File: src/rtl/wave_display_pkg.sv
// Shared constants, the stage-1 pipeline record and a span helper for wave_display.
package wave_display_pkg;

  localparam logic [23:0] WAVE_COLOR = 24'h00FF00;
  localparam logic [23:0] GRID_COLOR = 24'h404040;
  localparam int WINDOW_W = 512;
  localparam int SAMPLE_W = 8;
  localparam int ADDR_W   = 9;

  typedef struct packed {
    logic                valid;
    logic                in_win;
    logic                first;
    logic [ADDR_W-1:0]   addr;
    logic [SAMPLE_W-1:0] row;
    logic                grid;
  } stage_t;

  // Inclusive unsigned test: v lies between a and b in either order.
  function automatic logic in_span(input logic [SAMPLE_W-1:0] a,
                                   input logic [SAMPLE_W-1:0] b,
                                   input logic [SAMPLE_W-1:0] v);
    logic [SAMPLE_W-1:0] lo;
    logic [SAMPLE_W-1:0] hi;
    lo = (a < b) ? a : b;
    hi = (a < b) ? b : a;
    return (v >= lo) && (v <= hi);
  endfunction

endpackage

File: src/rtl/wave_display_dffr.sv
// Reset-to-zero D flip-flop of parameterised width, synchronous active-high reset.
module dffr #(
  parameter int WIDTH = 1
) (
  input  logic             clk,
  input  logic             reset,
  input  logic [WIDTH-1:0] d,
  output logic [WIDTH-1:0] q
);

  always_ff @(posedge clk) begin
    if (reset) q <= '0;
    else       q <= d;
  end

endmodule

File: src/rtl/wave_display.sv
// Draws a 512-column waveform from sample RAM into the upper half of the frame.
// Define WAVE_DISPLAY_GRID_EN to overlay a 64-pixel grid behind the trace.
module wave_display
  import wave_display_pkg::*;
#(
  parameter logic [10:0] X_START = 11'd256
) (
  input  logic                clk,
  input  logic                reset,
  input  logic [10:0]         x,
  input  logic [9:0]          y,
  input  logic                valid,
  input  logic                read_index,
  output logic [ADDR_W-1:0]   read_address,
  input  logic [SAMPLE_W-1:0] read_value,
  output logic                valid_pixel,
  output logic [7:0]          r,
  output logic [7:0]          g,
  output logic [7:0]          b,
  output logic                wave_display_idle
);

`ifdef WAVE_DISPLAY_GRID_EN
  localparam logic GRID_ON = 1'b1;
`else
  localparam logic GRID_ON = 1'b0;
`endif

  logic [10:0]         x_rel;
  logic                live;
  logic                in_win;
  logic                line_start;
  logic                rd_half_q;
  logic                rd_half_d;
  logic [ADDR_W-1:0]   addr_q;
  stage_t              s0;
  stage_t              s1;
  logic [SAMPLE_W-1:0] cur_q;
  logic [SAMPLE_W-1:0] prev_q;
  logic [SAMPLE_W-1:0] cur_d;
  logic [SAMPLE_W-1:0] prev_d;
  logic [ADDR_W-1:0]   last_q;
  logic [ADDR_W-1:0]   last_d;
  logic                draw;
  logic [23:0]         pix_d;
  logic [23:0]         pix_q;
  logic                idle_d;

  assign x_rel      = x - X_START;
  assign live       = valid && !reset;
  assign in_win     = live && (x >= X_START) && (x_rel < 11'(WINDOW_W)) && !y[9];
  assign line_start = live && (x == X_START);

  // The RAM half is chosen once per line so a capture swap mid-line cannot tear the trace.
  assign rd_half_d    = line_start ? read_index : rd_half_q;
  assign read_address = in_win ? {rd_half_d, x_rel[8:1]} : addr_q;

  assign s0.valid  = valid;
  assign s0.in_win = in_win;
  assign s0.first  = (x_rel == 11'd0);
  assign s0.addr   = read_address;
  assign s0.row    = y[8:1];
  assign s0.grid   = GRID_ON && ((x_rel[5:0] == 6'd0) || (y[5:0] == 6'd0));
  assign idle_d    = valid && y[9];

  dffr #(.WIDTH(1))             u_rd_half (.clk(clk), .reset(reset), .d(rd_half_d), .q(rd_half_q));
  dffr #(.WIDTH(ADDR_W))        u_addr    (.clk(clk), .reset(reset), .d(read_address), .q(addr_q));
  dffr #(.WIDTH($bits(stage_t))) u_stage1 (.clk(clk), .reset(reset), .d(s0), .q(s1));
  dffr #(.WIDTH(1))             u_idle    (.clk(clk), .reset(reset), .d(idle_d), .q(wave_display_idle));

  // Track the two samples bounding the current column pair; a line restart reloads both
  // so the previous line's tail cannot draw a vertical spike at the left edge.
  always_comb begin
    cur_d  = cur_q;
    prev_d = prev_q;
    last_d = last_q;
    if (s1.in_win) begin
      last_d = s1.addr;
      if (s1.first) begin
        cur_d  = read_value;
        prev_d = read_value;
      end else if (s1.addr != last_q) begin
        prev_d = cur_q;
        cur_d  = read_value;
      end
    end
  end

  assign draw = s1.in_win && in_span(prev_d, cur_d, s1.row);

  always_comb begin
    pix_d = 24'h000000;
    if (draw)                      pix_d = WAVE_COLOR;
    else if (s1.in_win && s1.grid) pix_d = GRID_COLOR;
  end

  dffr #(.WIDTH(SAMPLE_W)) u_cur  (.clk(clk), .reset(reset), .d(cur_d),  .q(cur_q));
  dffr #(.WIDTH(SAMPLE_W)) u_prev (.clk(clk), .reset(reset), .d(prev_d), .q(prev_q));
  dffr #(.WIDTH(ADDR_W))   u_last (.clk(clk), .reset(reset), .d(last_d), .q(last_q));
  dffr #(.WIDTH(24))       u_pix  (.clk(clk), .reset(reset), .d(pix_d),  .q(pix_q));
  dffr #(.WIDTH(1))        u_vpix (.clk(clk), .reset(reset), .d(s1.valid), .q(valid_pixel));

  assign {r, g, b} = pix_q;

endmodule

File: config.mk
export PLATFORM = sky130hd
export DESIGN_NAME = wave_display
export DESIGN_NICKNAME = d
export VERILOG_FILES = /design/src/rtl/wave_display_pkg.sv /design/src/rtl/wave_display_dffr.sv /design/src/rtl/wave_display.sv
export SDC_FILE = /design/constraint.sdc
export NUM_CORES = 1
export LEC_CHECK = 0
export ABC_AREA = 1
export CAP_MARGIN = 20
export CORE_MARGIN = 4
export CORE_UTILIZATION = 30
export CTS_BUF_LIST = sky130_fd_sc_hd__clkbuf_4 sky130_fd_sc_hd__clkbuf_8
export DETAILED_ROUTE_END_ITERATION = 10
export GPL_TIMING_DRIVEN = 0
export SLEW_MARGIN = 20
export SYNTH_ARGS = -nofsm -noshare
export SYNTH_HDL_FRONTEND = slang
export SYNTH_HIERARCHICAL = 1
export SYNTH_SLANG_ARGS = --single-unit
File: constraint.sdc
create_clock -name clk -period 4.43 [get_ports clk]
set_input_delay 0.886 -clock clk [delete_from_list [all_inputs] [get_ports clk]]
set_output_delay 0.886 -clock clk [all_outputs]
set_load 0.01 [all_outputs]
==> Word-level counts from Yosys, hierarchy flattened <==
Index checks and enable logic that the tools add are counted.
W data, S select, Z words.
{ "classes": {"n_lt_le_gt_ge": 5, "n_eq_ne": 2, "add_sub_neg": 1, "n_mux": 12, "reduce_logical": 13} }
{ "op_table": {"columns": ["operator", "count"], "rows": [
  ["$mux W8", 8],
  ["$mux W23", 1],
  ["$mux W16", 1],
  ["$eq A11 B9 Y1 const B", 1],
  ["$ge A11 B9 Y1 const B", 1],
  ["$logic_not A11 Y1", 1],
  ["$lt A11 B10 Y1 const B", 1],
  ["$sub A11 B9 Y11 const B", 1],
  ["$logic_and A1 B1 Y1", 9],
  ["$mux W9", 1],
  ["$ne A9 B9 Y1", 1],
  ["$ge A8 B8 Y1", 1],
  ["$le A8 B8 Y1", 1],
  ["$lt A8 B8 Y1", 1],
  ["$logic_not A1 Y1", 2],
  ["$reduce_or A2 Y1", 1],
  ["$mux W1", 1]
]} }
{ "word_totals": {"wordCells": 44, "reg_bits": 81, "inputBits": 33} }

==> Longest topological paths before layout <==
{ "depth": {"word_depth": 10, "mapped_depth": 34, "mapped_depth_nobuf": 32} }

==> By module <==
The synthesis kept the hierarchy.
{ "by_module_without_submodules": {"columns": ["module", "cells_each", "n_inst", "area_each_um2"], "rows": [
  ["wave_display", 326, 1, 1724.2],
  ["dffr (u_pix)", 74, 1, 683.2],
  ["dffr (u_stage1)", 65, 1, 600.6],
  ["dffr (u_addr ...)", 28, 2, 259.0],
  ["dffr (u_cur ...)", 25, 2, 231.5],
  ["dffr (u_idle ...)", 3, 3, 30.0]
]} }

==> Worst setup path after synthesis <==
OpenSTA, ideal clock, no wires.
{ "synth_timing": {"path_type": "register -> register", "startpoint": "register u_last.q[2]", "endpoint": "register u_pix.q[22]", "arrival_ps": 4063, "path_stages_with_launch": 29, "setup_time_ps": 64, "required_ps": 4366, "period_less_slack_ps": 4126, "path_slack_ps": 304, "path_cell_list": "dfxtp_1 > xnor2_1 > nand2_1 > nor2_2 > nand2_1 > clkbuf_1 > nand2_1 > nand3_1 > a22oi_1 > inv_1 > ha_1 > nand2_1 > nor2_1 > a211oi_2 > clkbuf_1 > nand3_1 > nand2_1 > ha_1 > a21boi_0 > o21a_1 > o21ai_0 > nand2_1 > a31oi_1 > o21ai_0 > nand2_1 > nor2_1 > nor3_1 > inv_1 > nor2_1"} }
{ "synth_via": {"elab_chain_cells": 10} }
{ "synth_lines": {"columns": ["element", "line_no", "rtl"], "rows": [
  ["from (decl)", "wave_display_dffr.sv:8", "output logic [WIDTH-1:0] q"],
  ["from (signal assigned)", "wave_display_dffr.sv:12", "if (reset) q <= '0;"],
  ["from (signal assigned)", "wave_display_dffr.sv:13", "else q <= d;"],
  ["$ne A9 B9 Y1 *", "wave_display.sv:82", "end else if (s1.addr != last_q) begin"],
  ["$mux W8 *", "wave_display.sv:82", null],
  ["$mux W8 *", "wave_display.sv:79", "if (s1.first) begin"],
  ["$mux W8 *", "wave_display.sv:77", "if (s1.in_win) begin"],
  ["net prev_d[7]", "wave_display.sv:41", "logic [SAMPLE_W-1:0] prev_d;"],
  ["$lt A8 B8 Y1", "wave_display_pkg.sv:25, wave_display_pkg.sv:26", null],
  ["$mux W8 (on tied branches)", "wave_display_pkg.sv:25, wave_display_pkg.sv:26", null],
  ["$ge A8 B8 Y1 or $le A8 B8 Y1 (tied branches)", "wave_display_pkg.sv:27", "return (v >= lo) && (v <= hi);"],
  ["$logic_and A1 B1 Y1 *", "wave_display_pkg.sv:27", null],
  ["$logic_and A1 B1 Y1 *", "wave_display.sv:89", "assign draw = s1.in_win && in_span(prev_d, cur_d, s1.row);"],
  ["net draw", "wave_display.sv:44", "logic draw;"],
  ["$reduce_or A2 Y1 (no source line) *", null, null],
  ["to (signal assigned)", "wave_display_dffr.sv:12", null],
  ["to (signal assigned)", "wave_display_dffr.sv:13", null],
  ["to (decl)", "wave_display_dffr.sv:8", null]
]} }
Mark *: on every way through the listed nets, which the timed path passes. The rest lies on a longest branch.
A chain may end at the register's enable or synchronous reset.

==> metrics.yaml <==
outcome: "complete, no violations"
core_area_sq_um: 13300
viasPerCell: 4.184
critical_path_peak_fanout: 10
max_slew.worst_pin.slew_ps: 894.4
diodes_inserted: 0
synth_edf_count: 0
standard_cell_area_after_detailed_placement_sq_um: 5012
power_leakage_uw: 0.002563
final_design_area_no_fill_sq_um: 5498
dp_worst_setup_slack_ps: -892.4
final.setup.worst_slack_ps: 141.0
final_cells: 871
dp_hpwl_um: 6833
timing.setup.critical_path_class: "primary input to primary output"
route.top_layer_used: "met4"
synthesis.yosys.warnings: 6
avgSynthCellArea_sq_um: 7.033
timing.fmax_mhz: 233.2
critical_path.startpoint_type: "primary input"
grt_util_all_layers_pct: 11.66
overall_overflow_remaining_after_global_route: 0
met3RoutedLength_um: 316
crit_arrival_ps: 3400
cts.clk_slew.worst_paths_ps: 80
postLayoutCoreUtil_pct: 41.35
detailroute.via_count: 3644
port_buffers: 66
drive_gt1_share_pct: 12.66
maxSlewViolCount: 0
fin_crit_sh_pct: 96.82
die_width_um: 124.6
antenna_left: 0
min_delay_path_depth: 2
netlist.area_leader.share_pct: 40.25
synth_area_leader_cell: "sky130_fd_sc_hd__dfxtp_1"
cts_tree: "yes"
antenna_found_initial: 0
design.die.area_sq_um: 15530
hold_violations: 0
wirelength_um: 9218
design.portCount: 68
area.growth.synth_to_final_pct: 34.79
power_density_nw_per_um2: 290.7
synth.lib_cells_used.distinct: 32
final_period_minus_worst_setup_slack_ps: 4289
timing.critical_path.required_ps: 3540
route.layer.met1.wl_um: 4228
die_h_um: 124.6
synth_area_leaders: "sky130_fd_sc_hd__dfxtp_1 (40%), sky130_fd_sc_hd__inv_1 (12%), sky130_fd_sc_hd__nand2_1 (11%)"
cts.sink_count: 82
async_flop_share_pct: 0
ys_top_cells_by_count: "sky130_fd_sc_hd__inv_1 (131), sky130_fd_sc_hd__nand2_1 (115), sky130_fd_sc_hd__nor2_1 (90)"
grt_first_pass_wirelength_um: 15170
clock_tree.root_cell: "sky130_fd_sc_hd__clkbuf_8"
firstDrtPassIters: 4
grt_max_degree: 18
irDropWorstVdd_uv: 117.6
drcViolationCount: 0
first_global_vias: 3476
cts-buffers-inserted: 9
netlist_area_sq_um: 4079
placedCellCount: 836
cts.htree.levels: 3
cap_violations: 0
synth_seq_area_share_pct: 40.25
yosysMostFrequentCell: "sky130_fd_sc_hd__inv_1"
max-clock-path-buffers: 2
floorplan.rows: 42
synth_seq_cells: 82
worst_skew_pair.late_latency_ps: 360
setup_tns_ps: 0
setup_repair_after_global_routing_missed_its_margin: "true"
worst_hold_path_type: "flip-flop to flip-flop"
timing.max_slew.rel_slack_pct: 40.38
synthesis.instances: 580
initial_utilization_pct: 30.68
worstSetupEndpointType: "primary output"
detailroute.wirelength.met2_um: 4512
timing.reg2reg.worst_path_depth: 29
finalWeightedCongestion: 0.8631
timing.final.setup_violations: 0
num-nets-final: 748
finClkSkew_ps: 12.61
dr.first_iter.drc_count: 151
wire_per_inst_um: 10.58
dominantRegCellSynth: "sky130_fd_sc_hd__dfxtp_1"
[cell type report]
cell class	count	area [sq um]
Multi-Input combinational cell	353	1879
Clock inverter	6	71.32
Fill cell	1339	7797
Clock buffer	10	137.6
Buffer	27	225.2
Tap cell	176	220.2
Sequential cell	82	1643
Inverter	131	491.7
Timing Repair Buffer	86	829.5
[registers in the layout, indices dropped and copies added, names as in the netlist]
register	count
u_prev/q	8
u_cur/q	8
u_vpix/q	1
u_stage1/q	21
u_idle/q	1
u_addr/q	9
u_pix/q	24
u_rd_half/q	1
u_last/q	9
[power breakdown]
group	internal (uW)	leakage, uW	switching, uW
combinational	132	0.00179	142
sequential	752	0.000668	6.24
clock	281	0.0000995	284
[repair_timing]
action                                  CTS  global route
gates cloned                              0             0
pin swaps                                 2            12
buffers inserted                          3            17
endpoints found under the setup margin   19            19
hold buffers                              0             0
gates resized for setup                  22            33
[layout by cell type (no fill, tap or decap), types with 2 or more instances in the layout]
cell type,n
sky130_fd_sc_hd__nor2_2,4
sky130_fd_sc_hd__nor2_4,3
sky130_fd_sc_hd__o21ai_0,14
sky130_fd_sc_hd__clkbuf_2,3
sky130_fd_sc_hd__conb_1,15
sky130_fd_sc_hd__o21ai_1,11
sky130_fd_sc_hd__clkdlybuf4s50_1,65
sky130_fd_sc_hd__nand2_2,2
sky130_fd_sc_hd__a21oi_1,12
sky130_fd_sc_hd__dfxtp_1,81
sky130_fd_sc_hd__o21ai_2,4
sky130_fd_sc_hd__nor2_1,88
sky130_fd_sc_hd__xnor2_1,7
sky130_fd_sc_hd__nand4_1,2
sky130_fd_sc_hd__nor3_1,3
sky130_fd_sc_hd__clkbuf_1,2
sky130_fd_sc_hd__buf_6,11
sky130_fd_sc_hd__a22oi_2,2
sky130_fd_sc_hd__nand3_2,2
sky130_fd_sc_hd__inv_1,130
sky130_fd_sc_hd__nand3_1,23
sky130_fd_sc_hd__clkinvlp_4,2
sky130_fd_sc_hd__inv_6,2
sky130_fd_sc_hd__nand2_1,114
sky130_fd_sc_hd__buf_4,27
sky130_fd_sc_hd__clkbuf_8,10
sky130_fd_sc_hd__ha_1,24
sky130_fd_sc_hd__o21a_1,6
sky130_fd_sc_hd__nand2_4,4
[logic make-up (layout without fill, tap and decap cells)]
logic type,count (synthesis),in the layout,synth area share [%]
flops,82,82,40.25
fa+ha+maj,25,25,7.669
buf+inv,159,260,17.21
xor+xnor,8,8,1.718
other cells,1,15,0.09194
simple gates,248,248,25.00
mux,1,1,0.2761
compound gates,56,56,7.792
[critical path, stage by stage]
cell and delay (ps):
sky130_fd_sc_hd__clkdlybuf4s50_1 530, sky130_fd_sc_hd__inv_1 60, sky130_fd_sc_hd__ha_1 200, sky130_fd_sc_hd__xor2_1 160, sky130_fd_sc_hd__nor4b_1 260, sky130_fd_sc_hd__nand2_1 140
sky130_fd_sc_hd__clkbuf_2 220, sky130_fd_sc_hd__o21ai_1 270, sky130_fd_sc_hd__buf_4 150, sky130_fd_sc_hd__clkdlybuf4s50_1 520
[path summary, 6_finish.rpt]
kind	from	to	slack, ps
min	u_stage1/q[20]	u_vpix/q	430
max	x[8]	read_address[3]	140
min reg2reg	u_stage1/q[20]	u_vpix/q	430
max reg2reg	u_stage1/q[12]	u_pix/q[6]	170
[through the flow]
stage / hold WS [ps] / power [uW]
floorplan: 401.6 / 928.9
global placement: 407.4 / 1011
detailed placement: 418.2 / 1018
CTS: 429.2 / 1603
global route: 458.5 / 1690
finish: 433.6 / 1598
[metal layers]
layer / vias to the layer above / track usage, %
met5: - / 0
met4: 0 / 5.609
met3: 11 / 2.358
met2: 65 / 20.13
met1: 1638 / 13.77
li1: 1930 / -
Note: power is estimated with default switching activity, not from simulation.
